$ cat config.mk
export PLATFORM = sky130hd
export DESIGN_NAME = iter_divider
export DESIGN_NICKNAME = d
export VERILOG_FILES = /design/src/rtl/iter_divider.sv
export SDC_FILE = /design/constraint.sdc
export NUM_CORES = 1
export LEC_CHECK = 0
export ABC_AREA = 1
export CAP_MARGIN = 20
export CORE_ASPECT_RATIO = 0.75
export CORE_MARGIN = 5
export CORE_UTILIZATION = 41
export DETAILED_ROUTE_END_ITERATION = 6
export DONT_BUFFER_PORTS = 1
export PLACE_DENSITY_LB_ADDON = 0.15
export REMOVE_ABC_BUFFERS = 1
export SETUP_SLACK_MARGIN = 0.3
export SYNTH_ARGS = -nofsm -noshare
export SYNTH_HDL_FRONTEND = slang
export SYNTH_SLANG_ARGS = --single-unit
$ cat constraint.sdc
create_clock -name clk_i -period 2.1 [get_ports clk_i]
set_clock_uncertainty 0.05 [all_clocks]
set_input_delay 0.315 -clock clk_i [delete_from_list [all_inputs] [get_ports clk_i]]
set_output_delay 0.315 -clock clk_i [all_outputs]
set_load 0.02 [all_outputs]
$ cat src/rtl/iter_divider.sv
// Multi-cycle radix-2 restoring divider for RV32M DIV/DIVU/REM/REMU.
// Define ITER_DIVIDER_EARLY_OUT_EN to finish in one cycle when |dividend| < |divisor|.
module iter_divider #(
    parameter int XLEN = 32
) (
    input  logic            clk_i,
    input  logic            rst_i,
    input  logic            start_i,
    input  logic [1:0]      op_i,
    input  logic [XLEN-1:0] Data_1_i,
    input  logic [XLEN-1:0] Data_2_i,
    input  logic            flush_i,
    output logic            busy_o,
    output logic            done_o,
    output logic [XLEN-1:0] Data_o
);

    localparam int CNT_W = $clog2(XLEN);

    typedef enum logic [1:0] {S_IDLE, S_CALC, S_FIX, S_DONE} state_t;

    state_t           state, state_nxt;
    logic [CNT_W-1:0] count;
    logic [XLEN-1:0]  rem_q, quo_q, dvs_q;
    logic             is_rem_q, neg_quo_q, neg_rem_q;

    logic            is_signed, sign1, sign2;
    logic [XLEN-1:0] mag1, mag2;
    logic            div_zero, overflow, early_out, short_path, accept;
    logic [XLEN-1:0] short_result;
    logic [XLEN:0]   rem_sh, trial;
    logic            trial_ok;
    logic [XLEN-1:0] quo_fix, rem_fix, fix_result;

    assign is_signed = ~op_i[0];
    assign sign1     = is_signed & Data_1_i[XLEN-1];
    assign sign2     = is_signed & Data_2_i[XLEN-1];
    assign mag1      = sign1 ? -Data_1_i : Data_1_i;
    assign mag2      = sign2 ? -Data_2_i : Data_2_i;
    assign div_zero  = (Data_2_i == '0);
    assign overflow  = is_signed && (Data_1_i == {1'b1, {(XLEN-1){1'b0}}}) && (&Data_2_i);

`ifdef ITER_DIVIDER_EARLY_OUT_EN
    assign early_out = !div_zero && (mag1 < mag2);
`else
    assign early_out = 1'b0;
`endif

    assign short_path = div_zero | overflow | early_out;
    assign accept     = (state == S_IDLE) && start_i && !flush_i;

    // One-cycle answers: x/0 gives all ones and x, overflow gives MIN and 0,
    // early-out gives 0 and the untouched dividend.
    always_comb begin
        if (div_zero)
            short_result = op_i[1] ? Data_1_i : '1;
        else if (overflow)
            short_result = op_i[1] ? '0 : {1'b1, {(XLEN-1){1'b0}}};
        else
            short_result = op_i[1] ? Data_1_i : '0;
    end

    // The partial remainder is always below the divisor, so its shifted form
    // fits in XLEN+1 bits and the trial sign bit is the borrow.
    assign rem_sh   = {rem_q, quo_q[XLEN-1]};
    assign trial    = rem_sh - {1'b0, dvs_q};
    assign trial_ok = ~trial[XLEN];

    assign quo_fix    = neg_quo_q ? -quo_q : quo_q;
    assign rem_fix    = neg_rem_q ? -rem_q : rem_q;
    assign fix_result = is_rem_q ? rem_fix : quo_fix;

    always_ff @(posedge clk_i or negedge rst_i) begin
        if (!rst_i)
            state <= S_IDLE;
        else
            state <= state_nxt;
    end

    // NOTE: state_nxt is defaulted before the case so no path leaves it unassigned (no latch).
    always_comb begin
        state_nxt = state;
        case (state)
            S_IDLE: if (accept) state_nxt = short_path ? S_DONE : S_CALC;
            S_CALC: begin
                if (flush_i)
                    state_nxt = S_IDLE;
                else if (count == '0)
                    state_nxt = S_FIX;
            end
            S_FIX:   state_nxt = flush_i ? S_IDLE : S_DONE;
            S_DONE:  state_nxt = S_IDLE;
            default: state_nxt = S_IDLE;
        endcase
    end

    // NOTE: registers use non-blocking assignments so every flop samples pre-edge values.
    always_ff @(posedge clk_i or negedge rst_i) begin
        if (!rst_i) begin
            count     <= '0;
            rem_q     <= '0;
            quo_q     <= '0;
            dvs_q     <= '0;
            is_rem_q  <= 1'b0;
            neg_quo_q <= 1'b0;
            neg_rem_q <= 1'b0;
            Data_o    <= '0;
        end else begin
            if (accept) begin
                count     <= CNT_W'(XLEN - 1);
                rem_q     <= '0;
                quo_q     <= mag1;
                dvs_q     <= mag2;
                is_rem_q  <= op_i[1];
                neg_quo_q <= sign1 ^ sign2;
                neg_rem_q <= sign1;
                if (short_path)
                    Data_o <= short_result;
            end else if (state == S_CALC) begin
                rem_q <= trial_ok ? trial[XLEN-1:0] : rem_sh[XLEN-1:0];
                quo_q <= {quo_q[XLEN-2:0], trial_ok};
                count <= count - 1'b1;
            end else if (state == S_FIX && !flush_i) begin
                Data_o <= fix_result;
            end
        end
    end

    assign busy_o = (state != S_IDLE);
    assign done_o = (state == S_DONE);

endmodule

### Word-level counts from Yosys, hierarchy flattened

Cells that the tools add are included.

* add/sub/neg operators: 6
* equal/unequal tests: 8
* mux-type cells: 27
* bitwise operators: 6
* reduce and logical (&&, ||, !) cells: 15

Operator list (count)
* $mux 32: 19
* $neg 32->32: 4
* $sub 33x32->33: 1
* $eq 32x32->1 const B: 1
* $logic_not 32->1: 1
* $reduce_and 32->1: 1
* $mux 2: 5
* $mux 5: 2
* $pmux 2 s4: 1
* $ne 2x2->1 const B: 3
* $reduce_bool 2->1: 3
* $logic_and 1x1->1: 5
* $logic_not 5->1: 1
* $sub 5x1->5 const B: 1
* $eq 2x2->1 const B: 2
* $ne 3x3->1 const B: 1
* $reduce_and 3->1: 1
* $and 1x1->1: 2
* $eq 2x1->1 const B: 1
* $logic_not 2->1: 1
* $not 1->1: 2
* $reduce_and 2->1: 1
* $logic_not 1->1: 1
* $or 1x1->1: 1
* $xor 1x1->1: 1

* flip-flop bits (word level): 138
* logic and storage cells: 71

### Depth between registers and ports, before layout

* depth after elaboration: 7
* depth in mapped cells: 19
* gate-level depth less buffers: 17

### Worst setup path before layout

Ideal clock, no wire load.

* path kind: reg-to-reg
* from: register quo_q[31]
* to: register rem_q[28]
* arrival: 2145 ps
* setup slack: -212 ps
* cell stages (with the launch flop): 20
* path buffers: 2
* period minus slack after synthesis: 2312 ps
* path through: dfrtp_1 inv_1 ha_1 fa_1 inv_1 nand3_1 nand3_2 nand2_1 nand2_2 nand2_2 nand2_2 nand2_2 nand2_2 nand2_2 nand2_2 buf_6 buf_6 nand2_2 nand3_1 nand2_1

* word-level cells in the longest chain between the ends: 4

RTL lines
* from (decl): RTL line 24 `logic [XLEN-1:0] rem_q, quo_q, dvs_q;`
* from (signal assigned): RTL line 112 `quo_q <= mag1;`
* from (signal assigned): RTL line 121 `quo_q <= {quo_q[XLEN-2:0], trial_ok};`
* $sub 33x32->33: RTL line 66 `assign trial = rem_sh - {1'b0, dvs_q};`
* $mux 32: RTL line 120 `rem_q <= trial_ok ? trial[XLEN-1:0] : rem_sh[XLEN-1:0];`
* $mux 32: RTL line 119 `end else if (state == S_CALC) begin`
* $mux 32: RTL line 109 `if (accept) begin`
* to (signal assigned): RTL line 120
* to (decl): RTL line 24

Every way passes these cells. The select of a mux whose other input is x is not followed.
A chain may end at the register's enable or synchronous reset.

### Worst setup path after layout

* from: register rem_q[9]
* to: register rem_q[16]

* word-level cells in the longest chain between the ends: 4

RTL lines (RTL line)
* $sub 33x32->33: 66
* $mux 32: 120
* $mux 32: 119
* $mux 32: 109

Every way passes these cells. The select of a mux whose other input is x is not followed.

==> out/metrics.cfg <==
[sta]
setup_slack_ns=-0.318
period_share=1.15
rsz0062_at_grt=yes
layout_min_cycle_time_ns=2.42
hold_slack_ns=-0.493
drv_slew=0
finalHoldViolations=138
max_freq_mhz=414
setup-violations-final=36
slew_headroom=0.510
tightest_slew_ns=0.735

[yosys]
netlist_area_mm2=0.0128
syn_inst=2144
synth.distinct_cells=44
synth-main-ff-cell=dfrtp_1
synth_top_area_frac=0.270
ys_top_cells_by_area=dfrtp_1 (27%), nand2_1 (22%), nand3_1 (9.1%), inv_1 (7.7%), nor2_1 (6.4%)
synth_async_sr_flop_share=1.00
yosys_warnings=0
seq_area_frac_synth=0.270
ys_ff_latch=138
avgSynthCellArea_um2=5.96
synth_edf_count=0
synth_top_area_cell=dfrtp_1

[setup_path]
ff2ff_path_depth=15
path_class=reg -> reg
cp_max_fo=3
arrival_ns=2.71
start_kind=flop
crit_path_end_kind=flop
crit_required_ns=2.39

[placed_design]
placed_cells=2728
dpl-instance-area_mm2=0.0150
gp_congestion=0.954
dpl.hpwl_um=37200
portBuffers=0

[routing]
vias=15111
routed_via_density=5.40
wl_per_cell_um=17.8
drc=0
routed_wl_um=49600
drtAntennaViolNets=0
drtPass1Iterations=5
drt_iter0_markers=1492

[cells_and_area]
layout_common_cells=nand2_1 (682), inv_1 (254), buf_4 (244), nand3_1 (189), nor2_1 (188)
final-instance-count-excl-fill=2797
syn_to_final_growth_pct=34.4
diodes=0
fin_area_mm2=0.0172
final_nets=2488
layout_commonest_cell=nand2_1
drive_above_1_share=0.228

[power]
powerDensity_mw_per_mm2=1930
finalPower_w=0.0331
p_leak_nw=8.75
peakVddDrop_uv=1140

[grt]
grt_pass1_vias=14109
grt_pass1_wl_um=77400
grt.overflow.total=0
grt_max_degree=139
grtUsageTotal=0.281
antenna_found_initial=0

[floorplanning]
pin_count=104
row_count=56
dieArea_mm2=0.0348
die_h_um=163
start_util=0.412
die_w_um=214
core_area_mm2=0.0310

[status]
violations=hold timing, setup timing
status=finished with violations

[min_path]
min_path_type=in -> async

[clock_network]
cts-root-buf=clkbuf_16
cts_buffers=17
cts_buffer_depth=2
cts.hold.buffers_added=8
clkSinkCount=138
clk_latency_ns=0.46
path_clk_slew_ns=0.06
htreeDepth=4
cts_tree=built

[flow_run]
maxCapViolations=0

registers in the layout, summed over array words and instances, names as in the netlist:
register,count
Data_o,32
count,5
dvs_q,32
is_rem_q,1
neg_quo_q,1
neg_rem_q,1
quo_q,32
rem_q,32
state,2
area by class of cell:
class	instances	area, µm²
sequential	138	3460
clock buffer	20	457
multi-input combinational	1665	8960
clock inverter	12	243
tap	406	508
inverter	270	1050
fill	3046	13800
timing repair buffer	286	2490
routing by layer:
| metal | GRT usage | share of wire | wire, µm |
|---|---|---|---|
| met3 | 0.0585 | 0.086 | 4290 |
| met5 | 0 | 0 | 0 |
| met4 | 0.0624 | 0.016 | 815 |
| met1 | 0.432 | 0.48 | 23800 |
| met2 | 0.403 | 0.42 | 20700 |
logic make-up (layout without fill, tap and decap cells):
| family | after synthesis | in the layout | synth area share |
|---|---|---|---|
| adder cells (fa/ha/maj) | 40 | 40 | 0.0398 |
| AO/OA/AOI/OAI | 283 | 283 | 0.127 |
| buffers and inverters | 341 | 588 | 0.106 |
| XOR/XNOR | 49 | 49 | 0.0336 |
| multiplexers | 4 | 4 | 0.00313 |
| AND/OR/NAND/NOR | 1289 | 1289 | 0.420 |
| flip-flops | 138 | 138 | 0.270 |
path summary, 6_finish.rpt:
path                                       start                     to  slack (ns)
max in group asynchronous                  rst_i  quo_q[29]$_DFFE_PN0P_        1.87
hold reg to reg            dvs_q[24]$_DFFE_PN0P_  dvs_q[24]$_DFFE_PN0P_        0.43
min in group clk_i                   Data_2_i[7]   dvs_q[7]$_DFFE_PN0P_        0.01
setup reg to reg            rem_q[9]$_DFFE_PN0P_  rem_q[16]$_DFFE_PN0P_       -0.32
hold / removal                             rst_i   dvs_q[3]$_DFFE_PN0P_       -0.49
setup / recovery            rem_q[9]$_DFFE_PN0P_  rem_q[16]$_DFFE_PN0P_       -0.32
timing repair:
item	CTS	global route
endpoints found under the setup margin	93	102
buffers inserted	20	4
pin swaps	50	50
cloned	3	2
endpoints found under the hold margin	147	138
gates resized for setup	180	118
worst max-delay path, cell delays in order (launching register included):
cell	delay [ns]
dfrtp_1	0.41
ha_1	0.33
nand2_2	0.10
inv_1	0.04
nand2_1	0.05
nand2_1	0.09
a21oi_2	0.20
nand2_2	0.10
buf_4	0.13
buf_4	0.12
buf_4	0.12
buf_4	0.12
xnor2_1	0.21
nand2_1	0.10
nand3_1	0.09
nand2_1	0.06
metrics by stage:
step	hold slack, ns	setup WS [ns]	util	setup TNS (ns)
3_5_place_dp	-0.0223	-0.375	0.484	-19.05
4_1_cts	-0.505	-0.304	0.537	-8.66
5_1_grt	-0.511	-0.438	0.554	-13.01
2_1_floorplan	-0.0306	-2.63	-	-242.07
6_report	-0.493	-0.318	0.554	-8.18
3_3_place_gp	-0.0229	-0.354	0.484	-16.22
cell usage after synthesis, types with 5 or more instances:
cell type,number
a21boi_0,6
ha_1,39
a21oi_1,97
dfrtp_1,138
nand3_1,231
nand4_1,28
nand2_2,10
o22ai_1,5
buf_2,21
nand2_1,752
o211ai_1,9
nor2_1,219
nand3b_1,12
xor2_1,31
inv_1,263
nor2_2,8
buf_6,5
o221ai_1,29
o21ai_0,111
clkbuf_1,38
o21ai_1,7
xnor2_1,18
o21bai_1,7
nor3_1,18
power breakdown:
group	switching [W]	leakage, nW	internal [W]
clock	0.00132	0.332	0.00241
sequential	0.00140	1.69	0.00391
combinational	0.0136	6.73	0.0104
total	0.0163	8.75	0.0168
(Power assumes the default switching activity.)
